<file path="config.mk">
export PLATFORM = sky130hd
export DESIGN_NAME = if_prefetch_flat
export DESIGN_NICKNAME = d
export VERILOG_FILES = /design/src/rtl/if_pkg.sv /design/src/rtl/if_prefetch_if.sv /design/src/rtl/if_fifo.sv /design/src/rtl/if_prefetch.sv /design/src/flat_wrapper.sv
export SDC_FILE = /design/constraint.sdc
export NUM_CORES = 1
export LEC_CHECK = 0
export ABC_CLOCK_PERIOD_IN_PS = 4250
export CAP_MARGIN = 10
export CELL_PAD_IN_SITES_DETAIL_PLACEMENT = 1
export CELL_PAD_IN_SITES_GLOBAL_PLACEMENT = 2
export CORE_MARGIN = 5
export CORE_UTILIZATION = 36
export CTS_CLUSTER_DIAMETER = 40
export CTS_CLUSTER_SIZE = 25
export DETAILED_ROUTE_END_ITERATION = 10
export GPL_TIMING_DRIVEN = 0
export MAX_ROUTING_LAYER = met4
export PLACE_DENSITY = 0.75
export SKIP_CTS_REPAIR_TIMING = 1
export SYNTH_ARGS = -nofsm -noshare
export SYNTH_HDL_FRONTEND = slang
export SYNTH_HIERARCHICAL = 1
export SYNTH_SLANG_ARGS = --single-unit
export TNS_END_PERCENT = 20
</file>
<file path="constraint.sdc">
create_clock -name clk -period 4.25 [get_ports clk]
set_input_delay 1.0625 -clock clk [delete_from_list [all_inputs] [get_ports clk]]
set_output_delay 1.0625 -clock clk [all_outputs]
set_load 0.02 [all_outputs]
</file>
<file path="src/rtl/if_pkg.sv">
// Shared definitions for the instruction-fetch prefetch stage: default widths,
// reset PC, PC increment and the ROM request tracker entry.
package if_pkg;

   localparam int IF_ADDR_W = 32;
   localparam int IF_INST_W = 32;
   localparam logic [IF_ADDR_W-1:0] IF_RESET_PC = '0;
   localparam int unsigned IF_PC_STEP = 4;

   // One in-flight ROM request. The epoch tag lets responses issued before a
   // redirect be recognised and dropped when they come back.
   typedef struct packed {
      logic                 valid;
      logic [IF_ADDR_W-1:0] pc;
      logic                 epoch;
   } trackEntry_t;

endpackage

</file>
<file path="src/rtl/if_prefetch_if.sv">
// Fetch-stage bus: the ROM request/response pair, ID-stage control (stall and
// redirect) and the instruction handed to ID. The master is the fetch stage.
interface if_prefetch_if import if_pkg::*; #(
   parameter int ADDR_W = IF_ADDR_W,
   parameter int INST_W = IF_INST_W
);
   logic              o_romEnable;
   logic [ADDR_W-1:0] o_romAddr;
   logic [INST_W-1:0] i_romInst;
   logic              i_stall;
   logic              i_takeBranch;
   logic [ADDR_W-1:0] i_jpc;
   logic              o_valid;
   logic [ADDR_W-1:0] o_pc;
   logic [INST_W-1:0] o_inst;

   modport master (
      output o_romEnable, o_romAddr, o_valid, o_pc, o_inst,
      input  i_romInst, i_stall, i_takeBranch, i_jpc
   );

   modport slave (
      input  o_romEnable, o_romAddr, o_valid, o_pc, o_inst,
      output i_romInst, i_stall, i_takeBranch, i_jpc
   );
endinterface

</file>
<file path="src/rtl/if_fifo.sv">
// Synchronous FIFO with clear, occupancy count and combinational head data.
// DEPTH must be a power of two so the pointers wrap on their own.
module if_fifo #(
   parameter int WIDTH = 64,
   parameter int DEPTH = 4
) (
   input  logic                       clk,
   input  logic                       rst,
   input  logic                       clear,
   input  logic                       push,
   input  logic [WIDTH-1:0]           pushData,
   input  logic                       pop,
   output logic [$clog2(DEPTH):0]     count,
   output logic                       empty,
   output logic [WIDTH-1:0]           headData
);
   localparam int PTR_W = $clog2(DEPTH);

   logic [WIDTH-1:0] mem [DEPTH];
   logic [PTR_W-1:0] wrPtr;
   logic [PTR_W-1:0] rdPtr;
   logic [PTR_W:0]   cnt;
   logic             full;
   logic             doPush;
   logic             doPop;

   assign full     = (cnt == (PTR_W+1)'(DEPTH));
   assign empty    = (cnt == '0);
   assign doPop    = pop && !empty;
   // A push into a full FIFO is only accepted when the head leaves the same cycle.
   assign doPush   = push && (!full || doPop);
   assign count    = cnt;
   assign headData = mem[rdPtr];

   // Pointer and occupancy tracking; clear empties the FIFO without touching storage.
   always_ff @(posedge clk) begin
      if (rst || clear) begin
         wrPtr <= '0;
         rdPtr <= '0;
         cnt   <= '0;
      end else begin
         if (doPush) wrPtr <= wrPtr + 1'b1;
         if (doPop)  rdPtr <= rdPtr + 1'b1;
         unique case ({doPush, doPop})
            2'b10:   cnt <= cnt + 1'b1;
            2'b01:   cnt <= cnt - 1'b1;
            default: cnt <= cnt;
         endcase
      end
   end

   // Entry storage, written on accepted pushes only.
   always_ff @(posedge clk) begin
      if (doPush && !rst && !clear) mem[wrPtr] <= pushData;
   end

endmodule

</file>
<file path="src/rtl/if_prefetch.sv">
// Instruction-fetch stage with prefetch: PC generator, ROM request tracker and
// prefetch FIFO feeding the ID stage. Requests are only issued when the FIFO
// is guaranteed room for the response (count + in-flight < FIFO_DEPTH), so
// the FIFO never overflows. A redirect flushes the FIFO and bumps the epoch;
// responses tagged with the old epoch are dropped on arrival.
// Optional macro IF_PERF_CNT_EN adds saturating fetch and drop counters.
// ADDR_W must not exceed IF_ADDR_W (width of the tracker entry pc field).
module if_prefetch import if_pkg::*; #(
   parameter int                ADDR_W     = IF_ADDR_W,
   parameter int                INST_W     = IF_INST_W,
   parameter int                FIFO_DEPTH = 4,
   parameter int                ROM_LAT    = 1,
   parameter logic [ADDR_W-1:0] RESET_PC   = IF_RESET_PC,
   parameter int unsigned       PC_STEP    = IF_PC_STEP
) (
   input  logic                 clk,
   input  logic                 rst,
   if_prefetch_if.master        bus
`ifdef IF_PERF_CNT_EN
   ,
   output logic [31:0]          o_fetchCount,
   output logic [31:0]          o_dropCount
`endif
);
   localparam int CNT_W = $clog2(FIFO_DEPTH) + 1;

   logic [ADDR_W-1:0] pc;
   logic              epoch;
   trackEntry_t       track [ROM_LAT];
   trackEntry_t       lastStage;
   logic [31:0]       inflight;
   logic              issue;
   logic              respFresh;
   logic              respStale;
   logic [ADDR_W-1:0] respPc;
   logic              fifoPush;
   logic              fifoPop;
   logic [CNT_W-1:0]  fifoCount;
   logic              fifoEmpty;
   logic [ADDR_W+INST_W-1:0] fifoHead;

   // Count requests still travelling through the ROM pipeline.
   always_comb begin
      inflight = '0;
      for (int i = 0; i < ROM_LAT; i++) inflight = inflight + 32'(track[i].valid);
   end

   assign issue = !rst && !bus.i_takeBranch &&
                  ((32'(fifoCount) + inflight) < 32'(FIFO_DEPTH));

   assign lastStage = track[ROM_LAT-1];
   assign respFresh = lastStage.valid && (lastStage.epoch == epoch);
   assign respStale = lastStage.valid && (lastStage.epoch != epoch);
   assign respPc    = ADDR_W'(lastStage.pc);

   assign fifoPush = respFresh && !bus.i_takeBranch;
   assign fifoPop  = !fifoEmpty && !bus.i_stall && !bus.i_takeBranch;

   assign bus.o_romEnable = issue;
   assign bus.o_romAddr   = pc;
   assign bus.o_valid     = !fifoEmpty;
   assign bus.o_pc        = fifoEmpty ? '0 : fifoHead[INST_W +: ADDR_W];
   assign bus.o_inst      = fifoEmpty ? '0 : fifoHead[INST_W-1:0];

   // PC generator and epoch: redirect reloads the PC and retires the old epoch.
   always_ff @(posedge clk) begin
      if (rst) begin
         pc    <= RESET_PC;
         epoch <= 1'b0;
      end else if (bus.i_takeBranch) begin
         pc    <= bus.i_jpc;
         epoch <= ~epoch;
      end else if (issue) begin
         pc    <= pc + ADDR_W'(PC_STEP);
      end
   end

   // Request tracker: stage 0 captures this cycle's issue, older stages shift along.
   always_ff @(posedge clk) begin
      if (rst) begin
         for (int i = 0; i < ROM_LAT; i++) track[i] <= '0;
      end else begin
         track[0].valid <= issue;
         track[0].pc    <= IF_ADDR_W'(pc);
         track[0].epoch <= epoch;
         for (int i = 1; i < ROM_LAT; i++) track[i] <= track[i-1];
      end
   end

   if_fifo #(
      .WIDTH (ADDR_W + INST_W),
      .DEPTH (FIFO_DEPTH)
   ) fifo (
      .clk      (clk),
      .rst      (rst),
      .clear    (bus.i_takeBranch),
      .push     (fifoPush),
      .pushData ({respPc, bus.i_romInst}),
      .pop      (fifoPop),
      .count    (fifoCount),
      .empty    (fifoEmpty),
      .headData (fifoHead)
   );

`ifdef IF_PERF_CNT_EN
   logic [31:0] dropInc;
   logic [32:0] dropSum;

   // A redirect discards every buffered entry plus any response landing that
   // same cycle (fresh or stale); otherwise only stale arrivals are dropped.
   always_comb begin
      if (bus.i_takeBranch) dropInc = 32'(fifoCount) + 32'(lastStage.valid);
      else                  dropInc = 32'(respStale);
      dropSum = {1'b0, o_dropCount} + {1'b0, dropInc};
   end

   // Saturating performance counters.
   always_ff @(posedge clk) begin
      if (rst) begin
         o_fetchCount <= '0;
         o_dropCount  <= '0;
      end else begin
         if (issue && (o_fetchCount != '1)) o_fetchCount <= o_fetchCount + 1'b1;
         o_dropCount <= dropSum[32] ? '1 : dropSum[31:0];
      end
   end
`endif

endmodule

</file>
<file path="src/flat_wrapper.sv">
// flat-port wrapper written by rule: the top's interface ports become plain ports
module if_prefetch_flat import if_pkg::*;
#(
   parameter int                ADDR_W     = IF_ADDR_W,
   parameter int                INST_W     = IF_INST_W,
   parameter int                FIFO_DEPTH = 4,
   parameter int                ROM_LAT    = 1,
   parameter logic [ADDR_W-1:0] RESET_PC   = IF_RESET_PC,
   parameter int unsigned       PC_STEP    = IF_PC_STEP
)
  (clk, rst, bus_o_romEnable, bus_o_romAddr, bus_o_valid, bus_o_pc, bus_o_inst, bus_i_romInst, bus_i_stall, bus_i_takeBranch, bus_i_jpc);
  if_prefetch_if #(.ADDR_W(ADDR_W), .INST_W(INST_W)) bus_i ();
  input  logic clk;
  input  logic rst;
  output wire logic [$bits(bus_i.o_romEnable)-1:0] bus_o_romEnable;
  output wire logic [$bits(bus_i.o_romAddr)-1:0] bus_o_romAddr;
  output wire logic [$bits(bus_i.o_valid)-1:0] bus_o_valid;
  output wire logic [$bits(bus_i.o_pc)-1:0] bus_o_pc;
  output wire logic [$bits(bus_i.o_inst)-1:0] bus_o_inst;
  input wire logic [$bits(bus_i.i_romInst)-1:0] bus_i_romInst;
  input wire logic [$bits(bus_i.i_stall)-1:0] bus_i_stall;
  input wire logic [$bits(bus_i.i_takeBranch)-1:0] bus_i_takeBranch;
  input wire logic [$bits(bus_i.i_jpc)-1:0] bus_i_jpc;
  assign bus_o_romEnable = bus_i.o_romEnable;
  assign bus_o_romAddr = bus_i.o_romAddr;
  assign bus_o_valid = bus_i.o_valid;
  assign bus_o_pc = bus_i.o_pc;
  assign bus_o_inst = bus_i.o_inst;
  assign bus_i.i_romInst = bus_i_romInst;
  assign bus_i.i_stall = bus_i_stall;
  assign bus_i.i_takeBranch = bus_i_takeBranch;
  assign bus_i.i_jpc = bus_i_jpc;
  if_prefetch #(.ADDR_W(ADDR_W), .INST_W(INST_W), .FIFO_DEPTH(FIFO_DEPTH), .ROM_LAT(ROM_LAT), .RESET_PC(RESET_PC), .PC_STEP(PC_STEP)) u_core (.clk(clk), .rst(rst), .bus(bus_i));
endmodule
</file>
Yosys cells after proc, flatten, opt, wreduce, memory -nomap -nowiden
Memories as Yosys holds them, arrays and structs flattened. A register that Yosys moved wholly into a read port is not among the register bits.
Index checks and enable logic that the tools add are counted.
{ "totals": {"output_inout_bits": 98, "mem_count": 2, "reg_bits": 40, "ram_bits": 290} }
{ "mem_list": {"columns": ["memory", "depth", "width", "rd", "rd_ports_with_merged_regs", "write_ports", "line_no", "rtl"], "rows": [
  ["u_core.fifo.mem", 4, 64, 1, 1, 1, "if_fifo.sv:19", "logic [WIDTH-1:0] mem [DEPTH];"],
  ["u_core.track", 1, 34, 1, 0, 3, "if_prefetch.sv:29", "trackEntry_t track [ROM_LAT];"]
]} }
{ "op_classes": {"order_cmp": 1, "mux": 14, "add_sub_neg": 6, "reduce_logical": 21, "bitwise_logic": 1, "eq_ne": 4} }
{ "ops": {"columns": ["op", "n"], "rows": [
  ["$mux W32", 4],
  ["$mux W34", 1],
  ["$reduce_or A34 Y1", 1],
  ["$add A32 B3 Y32 const B", 1],
  ["$lt A32 B3 Y1 const B", 1],
  ["$logic_and A1 B1 Y1", 10],
  ["$mux W2", 3],
  ["$pmux W3 S2", 1],
  ["$logic_not A1 Y1", 5],
  ["$mux W1", 5],
  ["$add A2 B1 Y2 const B", 2],
  ["$add A3 B1 Y4", 1],
  ["$reduce_bool A2 Y1", 2],
  ["$add A3 B1 Y3 const B", 1],
  ["$eq A3 B3 Y1 const B", 1],
  ["$logic_not A3 Y1", 1],
  ["$sub A3 B1 Y3 const B", 1],
  ["$eq A2 B1 Y1 const B", 1],
  ["$eq A2 B2 Y1 const B", 1],
  ["$logic_or A1 B1 Y1", 2],
  ["$eq A1 B1 Y1", 1],
  ["$not A1 Y1", 1]
]} }

Longest topological paths before layout
{ "logic_depth": {"ltp_word": 11, "depth_mapped": 10} }

Modules after synthesis
Netlist, hierarchy kept.
{ "modules_own_cells": {"columns": ["module", "n_inst", "cells_each", "seq_area_each_um2", "area_per_inst_um2"], "rows": [
  ["if_fifo", 1, 392, 7867.5, 9768.1],
  ["if_prefetch", 1, 413, 1341.3, 3418.3]
]} }

Worst setup path after synthesis
No wires, ideal clock.
{ "synth_timing": {"kind": "input-to-reg", "start": "input bus_i_takeBranch", "end": "memory u_core.fifo.mem[1][0] (enable)", "t_arrival_ns": 4.085, "n_path_buf": 2, "path_slack_ns": -0.264, "path_stages": 6, "setup_time_ns": 0.429, "cell_sequence": "clkbuf_1 -> clkbuf_1 -> nor3_1 -> nor4b_4 -> nor3b_1 -> and2_1"} }
{ "synth_between": {"elab_chain_cells": 9, "word_cells_on_any_way": 10, "cone_classes": "2 x mux; 8 x reduce/logical"} }
{ "synth_lines": {"columns": ["item", "line_no", "rtl"], "rows": [
  ["from (decl)", "flat_wrapper.sv:22", "input wire logic [$bits(bus_i.i_takeBranch)-1:0] bus_i_takeBranch;"],
  ["$logic_not A1 Y1", "if_prefetch.sv:57", "assign fifoPop = !fifoEmpty && !bus.i_stall && !bus.i_takeBranch;"],
  ["$logic_and A1 B1 Y1", "if_prefetch.sv:57", null],
  ["net u_core.fifoPop", "if_prefetch.sv:37", "logic fifoPop;"],
  ["$logic_and A1 B1 Y1", "if_fifo.sv:29", "assign doPop = pop && !empty;"],
  ["$logic_or A1 B1 Y1", "if_fifo.sv:31", "assign doPush = push && (!full || doPop);"],
  ["$logic_and A1 B1 Y1", "if_fifo.sv:31", null],
  ["$logic_and A1 B1 Y1 (2 in a row)", "if_fifo.sv:54", "if (doPush && !rst && !clear) mem[wrPtr] <= pushData;"],
  ["$mux W1", "if_fifo.sv:54", null],
  ["$mux W1 (implied by the code)", "if_fifo.sv:54", null],
  ["to (decl)", "if_fifo.sv:19", null]
]} }
The timed path passes the listed nets, and every way through them passes these cells.

Worst setup path in the final report
{ "layout_timing": {"start": "register u_core.fifo.cnt[0] (netlist: u_core/fifo/count[0])", "end": "output bus_o_pc[18]"} }
{ "layout_between": {"elab_chain_cells": 2} }
{ "layout_lines": {"columns": ["item", "line_no", "rtl"], "rows": [
  ["from (decl)", "if_fifo.sv:22", "logic [PTR_W:0] cnt;"],
  ["from (signal assigned)", "if_fifo.sv:45", "2'b10: cnt <= cnt + 1'b1;"],
  ["from (signal assigned)", "if_fifo.sv:46", "2'b01: cnt <= cnt - 1'b1;"],
  ["from (signal assigned)", "if_fifo.sv:47", "default: cnt <= cnt;"],
  ["$logic_not A3 Y1", "if_fifo.sv:28", "assign empty = (cnt == '0);"],
  ["net u_core.fifoEmpty", "if_prefetch.sv:39", "logic fifoEmpty;"],
  ["$mux W32", "if_prefetch.sv:62", "assign bus.o_pc = fifoEmpty ? '0 : fifoHead[INST_W +: ADDR_W];"],
  ["to (decl)", "flat_wrapper.sv:18", "output wire logic [$bits(bus_i.o_pc)-1:0] bus_o_pc;"]
]} }
The timed path passes the listed nets, and every way through them passes these cells.

==> metrics <==
commonest non-fill, non-tap cell in the layout edfxtp_1; Ports 166; Layout fillers ~3500; Clk Latency, worst-skew pair between 0.5 and 0.6 ns; total power 7.96 mW; largest family of logic cells by synthesized area simple AND/OR/NAND/NOR gates; drt first pass iters 4; status complete, no violations; die area a little over 0.04 mm^2; H-tree depth 2; Mapped Cells 805; synthesized flop and latch total approximately 330; Max Cap Viol 0; Power per Cell Area 461 mW/mm^2; final hold vios 0; largest net degree at the start of global routing 55; CTS Buffer Depth 3; relative slew slack 32.7%; worst setup margin between 0.08 and 0.09 ns; # nets final 1099; # rows 70; complex-gate fraction of the synthesized area 4.17%; Worst setup EP type output port; Vias 7958; Seq/Total Area, Yosys 69.8%; most frequent cells in the layout 256 x edfxtp_1, 163 x clkdlybuf4s50_1, 93 x nor2b_1; CP max stage cell clkdlybuf4s50_1; Reg clk slew, reported paths around 0.06 ns; f_max between 0.2 and 0.25 GHz; min cycle time layout 4.17 ns; wirelength, routed 33.5 mm; Leak Pwr 5.63 nW; period utilization roughly 100%; Die W 201 um; syn_nets 879; drc violations 0; setup violators final 0; multiplexer share of the synthesized area between 10% and 20%; Synth Area in Adders less than 1%; first-pass GRT wire length 52.5 mm; Crit path required time 3.19 ns; initial DRC count 397; Post-DP Area approximately 0.016 mm^2; Final Max Slew Viols 0; DPL Wire Length 22.1 mm; total gr overflow 0; Max VDD drop 245 uV; top_reg_cell synth edfxtp_1; pre-CTS WS -0.772 ns; clk root buf clkbuf_16; Worst setup SP type flip-flop; critical path's top delay family buffers and inverters; WHS Path Cells 0; initial antenna violation count 0; Initial Utilization 36.3%; average size of a mapped cell 16.4 um^2; xor/xnor share of the synthesized area 0.996%; Least-Margin Pin Slew 1.00 ns; vias in the first global route 8721; Final ANT Viol Nets 0; path depth of the worst reg2reg path 9; gpl congestion about 0.82; slowest stage delay, CP 0.58 ns; CP Depth 6; Overall Global Routing Usage 16.9%; RSZ-0062 raised after global routing true; Max Fanout on Critical Path 10; CTS tree yes; Layout Area Growth over Synthesis 31.1%; input/output buffers 165; clk sinks between 300 and 400; Arr. time, crit path 3.10 ns; Die Y-Extent 201 um; WP buf/inv 4; drt wl/cell approximately 22 um; Post-synth EDFFs 256; Synth Warn # 6; HP Class reg2reg; vias per cell 5.19; Setup CP Type reg2out; Synth Cell Area 0.0132 mm^2; core footprint 0.0363 mm^2; distinct cell type count after synthesis 60; CP cell instances buf_6 > nor3_1 > clkbuf_2 > clkbuf_1 > nor2b_1 > clkdlybuf4s50_1; Clock Skew roughly 0.017 ns; layout cells sized above 1 17.5%; ys async rst share 0%; Ant. Diodes 0; Post-Synth Simple-Gate Area 11.3%; TritonCTS buffer count 49; final instance area 0.0173 mm^2
[metrics by stage]
stage	TNS (ns)	hold WS [ns]	utilization, %	std cells
2_1_floorplan	-50.57	0.438	-	805
3_3_place_gp	-630.53	0.450	42.4	1438
3_5_place_dp	-169.55	0.467	42.8	1442
4_1_cts	-39.52	0.481	47.5	1534
5_1_grt	-1.84	0.506	47.6	1534
6_report	0	0.477	47.6	1534
[cells by family (layout without fill, tap and decap cells)]
logic type                 count (synthesis)  count (layout)
AOI/OAI and AO/OA                         72              72
xor gates and xnor gates                  15              15
adders and majority gates                  6               6
buffers and inverters                     61             322
DFF                                      332             332
muxes                                     67              67
and+or+nand+nor                          252             252
[area by class of cell]
| class | instances | area [um^2] | area share, % |
|---|---|---|---|
| Sequential cell | 332 | 9210 | 53.3 |
| Multi-Input combinational cell | 412 | 3750 | 21.7 |
| Timing Repair Buffer | 169 | 1770 | 10.2 |
| Clock buffer | 54 | 1270 | 7.32 |
| Tap cell | 468 | 586 | 3.39 |
| Clock inverter | 38 | 453 | 2.62 |
| Buffer | 45 | 198 | 1.14 |
| Inverter | 16 | 60.1 | 0.347 |
[flip-flops by register name, summed over array words and instances, names as in the netlist, named ones only]
signal,count
u_core/fifo/mem,256
u_core/track,34
u_core/bus.o_romAddr,32
u_core/fifo/count,3
u_core/fifo/rdPtr,2
u_core/fifo/wrPtr,2
u_core/epoch,1
[where the power goes]
| group | internal (mW) | switching [mW] | total (mW) | leakage [nW] |
|---|---|---|---|---|
| combinational | 0.140 | 0.140 | 0.280 | 1.80 |
| sequential | 3.53 | 0.0618 | 3.59 | 2.99 |
| clock | 2.44 | 1.65 | 4.09 | 0.843 |
| total | 6.11 | 1.85 | 7.96 | 5.63 |
[final timing paths]
kind,start,end,slack [ns]
worst max-delay path,u_core/fifo/count[0],bus_o_pc[18],0.08
worst min-delay path,u_core/track[0][19],u_core/fifo/mem[2][50],0.48
worst max register to register,u_core/fifo/count[2],u_core/fifo/count[2],0.97
worst min register to register,u_core/track[0][19],u_core/fifo/mem[2][50],0.48
[per-layer routing]
metal / track usage (%) / wire [um] / up-vias
li1: - / - / 3617
met1: 22.5 / 14900 / 4061
met2: 27.2 / 16300 / 225
met3: 3.09 / 1520 / 55
met4: 4.32 / 696 / 0
met5: - / 0 / -
[worst reg2reg max path, stage by stage, from the launching register on]
cell,delay [ns]
dfxtp_1,0.63
nor3_1,0.18
clkbuf_1,0.38
nor3_4,0.46
o31a_4,0.27
or2b_1,0.25
fa_1,0.42
nor4b_4,0.33
o21a_1,0.18
nor3_2,0.04
[synthesized netlist by cell type (3+ instances only)]
master | instances | area [um^2]
o31ai_1 | 5 | 37.5
a311oi_1 | 6 | 52.6
nor4_1 | 11 | 68.8
o311ai_0 | 6 | 52.6
nand4_1 | 18 | 113
inv_1 | 15 | 56.3
dfxtp_1 | 76 | 1520
or3_1 | 5 | 31.3
or2_2 | 3 | 18.8
nand3_1 | 12 | 60.1
o21ai_0 | 4 | 20.0
a21oi_1 | 9 | 45.0
and2_1 | 6 | 37.5
nor3_1 | 10 | 50.1
buf_2 | 8 | 40.0
ha_1 | 5 | 62.6
buf_1 | 7 | 26.3
mux4_2 | 64 | 1440
xnor2_1 | 8 | 70.1
a211oi_1 | 11 | 82.6
mux2i_1 | 3 | 30.0
nor3b_1 | 5 | 37.5
o211ai_1 | 9 | 67.6
or4_1 | 7 | 52.6
a311o_1 | 4 | 40.0
xor2_1 | 7 | 61.3
nor2_1 | 31 | 116
clkbuf_2 | 3 | 15.0
edfxtp_1 | 256 | 7690
nand2_1 | 25 | 93.8
clkbuf_1 | 25 | 93.8
and3_1 | 11 | 68.8
a31oi_1 | 5 | 31.3
nor2b_1 | 93 | 582
Power figures use the tool's default switching activity.
==> edit, RTL diff (same settings) <==
`ROM_LAT` is set to 1 in 2 places; all go to 2.
--- a/src/rtl/if_prefetch.sv
+++ b/src/rtl/if_prefetch.sv
@@ -9,7 +9,7 @@
    parameter int                ADDR_W     = IF_ADDR_W,
    parameter int                INST_W     = IF_INST_W,
    parameter int                FIFO_DEPTH = 4,
-   parameter int                ROM_LAT    = 1,
+   parameter int                ROM_LAT    = 2,
    parameter logic [ADDR_W-1:0] RESET_PC   = IF_RESET_PC,
    parameter int unsigned       PC_STEP    = IF_PC_STEP
 ) (
--- a/src/flat_wrapper.sv
+++ b/src/flat_wrapper.sv
@@ -4,7 +4,7 @@
    parameter int                ADDR_W     = IF_ADDR_W,
    parameter int                INST_W     = IF_INST_W,
    parameter int                FIFO_DEPTH = 4,
-   parameter int                ROM_LAT    = 1,
+   parameter int                ROM_LAT    = 2,
    parameter logic [ADDR_W-1:0] RESET_PC   = IF_RESET_PC,
    parameter int unsigned       PC_STEP    = IF_PC_STEP
 )
Behaviour: not the same (Yosys sat finds a counterexample within 4 cycles, from zero or initial values and one cycle with rst high).
==> edit against the original RTL <==
Final area grew 3.7%. Total power rose by 2.6%. Wire length is 5.3% lower. Worst setup slack gained 0.17 ns. Critical path depth down 1. Sequential cell count increased by 34. Synthesized area is 5.1% higher. Global-route usage is 1.4 points lower. Register-to-register slack worse by 0.49 ns. Critical path type unchanged. Critical endpoint is now bus_o_pc[13]. Largest cell class unchanged.
==> edit: results (changes against the original RTL) <==
{
  "wl": {"value": 31700, "unit": "µm", "change": "-5.3%"},
  "proportion_of_layout_cells_with_a_drive_suffix_above_1": {"value": 17.4, "unit": "%", "change": "-0.14 points"},
  "via_count_of_the_first_global_routing_pass": {"value": 8488, "change": "-2.7%"},
  "grt_first_pass_wirelength": {"value": 49400, "unit": "µm", "change": "-6.0%"},
  "grt_start_max_net_pins": {"value": 56, "change": "+1.8%"},
  "critPathArrivalTime": {"value": 2.93, "unit": "ns", "change": "-0.17 ns"},
  "design.final.nets": {"value": 1120, "change": "+1.9%"},
  "worst_path_largest_cell_delay": {"value": 0.65, "unit": "ns", "change": "+0.07 ns"},
  "synth_sequential_area_ratio": {"value": 71.3, "unit": "%", "change": "+1.5 points"},
  "place.gp.congestion": {"value": 0.714, "change": "-13%"},
  "p_int": {"value": 0.00634, "unit": "W", "change": "+3.7%"},
  "synthesis.nets": {"value": 898, "change": "+2.2%"},
  "half_perimeter_wire_length_after_detailed_placement": {"value": 20800, "unit": "µm", "change": "-6.0%"},
  "vias_per_cell": {"value": 4.78, "change": "-7.8%"},
  "number_of_non_filler_instances_in_the_completed_layout": {"value": 1597, "change": "+4.1%"},
  "detailedPlace.worstSlack": {"value": -0.330, "unit": "ns", "change": "+0.442 ns"},
  "status": {"value": "finished, final reports clean"},
  "gr-usage-all-layers": {"value": 15.5, "unit": "%", "change": "-1.4 points"},
  "p_leak": {"value": 5.84, "unit": "nW", "change": "+3.8%"},
  "drt_iter0_drc": {"value": 309, "change": "-22%"},
  "power.combinational.fraction": {"value": 3.3, "unit": "%", "change": "-0.2 points"},
  "worst_clk_skew": {"value": 0.0180, "unit": "ns", "change": "+0.00104 ns"},
  "fillers": {"value": 3739, "change": "+6.5%"},
  "post_dp_cell_area": {"value": 0.0163, "unit": "mm²", "change": "+4.7%"},
  "synth.avg_cell_area": {"value": 16.8, "unit": "µm²", "change": "+2.8%"}
}
## edit: changes by cell type in the layout (fill, tap and decap cells not counted), moves of 13 or more
cell,before,now
sky130_fd_sc_hd__a211oi_1,11,24
sky130_fd_sc_hd__xor2_1,7,23
sky130_fd_sc_hd__dfxtp_1,76,110
sky130_fd_sc_hd__nor2b_1,93,129
sky130_fd_sc_hd__nand2_1,25,9
## edit: layer usage
| metal | wire length (µm) | vias up | share of wire, % | global-route usage (%) |
|---|---|---|---|---|
| li1 | - | 3562 | - | - |
| met5 | 0 | - | 0 | - |
| met1 | 14300 | 3832 | 45 | 20.5 |
| met3 | 1590 | 51 | 5.0 | 3.12 |
| met2 | 15200 | 192 | 48 | 24.4 |
| met4 | 626 | 0 | 2.0 | 4.75 |
## edit: path summary, 6_finish.rpt
path | from | to | slack (ns) | cells after the start
max | register | bus_o_pc[13] | 0.26 | 5
min | u_core/track[0][12] | u_core/track[0][46] | 0.44 | 1
max reg2reg | u_core/fifo/count[2] | u_core/fifo/mem[3][4] | 0.48 | 7
min reg2reg | u_core/track[0][12] | u_core/track[0][46] | 0.44 | 1
## edit: cells by family (layout without fill, tap and decap cells)
group | count (synthesis) | in the layout | synth area share, %
and+or+nand+nor | 241 | 241 | 10.5
muxes | 73 | 73 | 11.0
xor gates and xnor gates | 35 | 35 | 2.21
adders and majority gates | 7 | 7 | 0.686
buffers and inverters | 56 | 319 | 1.69
DFF | 366 | 366 | 71.3
AOI/OAI and AO/OA | 45 | 45 | 2.51
## edit: final cells by class
class                   instances  area, µm²  share of cell area, %
plain buffers                  44        191                   1.07
well taps                     511        639                   3.57
flip-flops and latches        366       9890                   55.2
multi-input cells             401       3760                   21.0
repair buffers                169       1760                   9.84
clock inverters                39        330                   1.84
inverters                      12       45.0                  0.251
clock buffers                  55       1310                   7.31
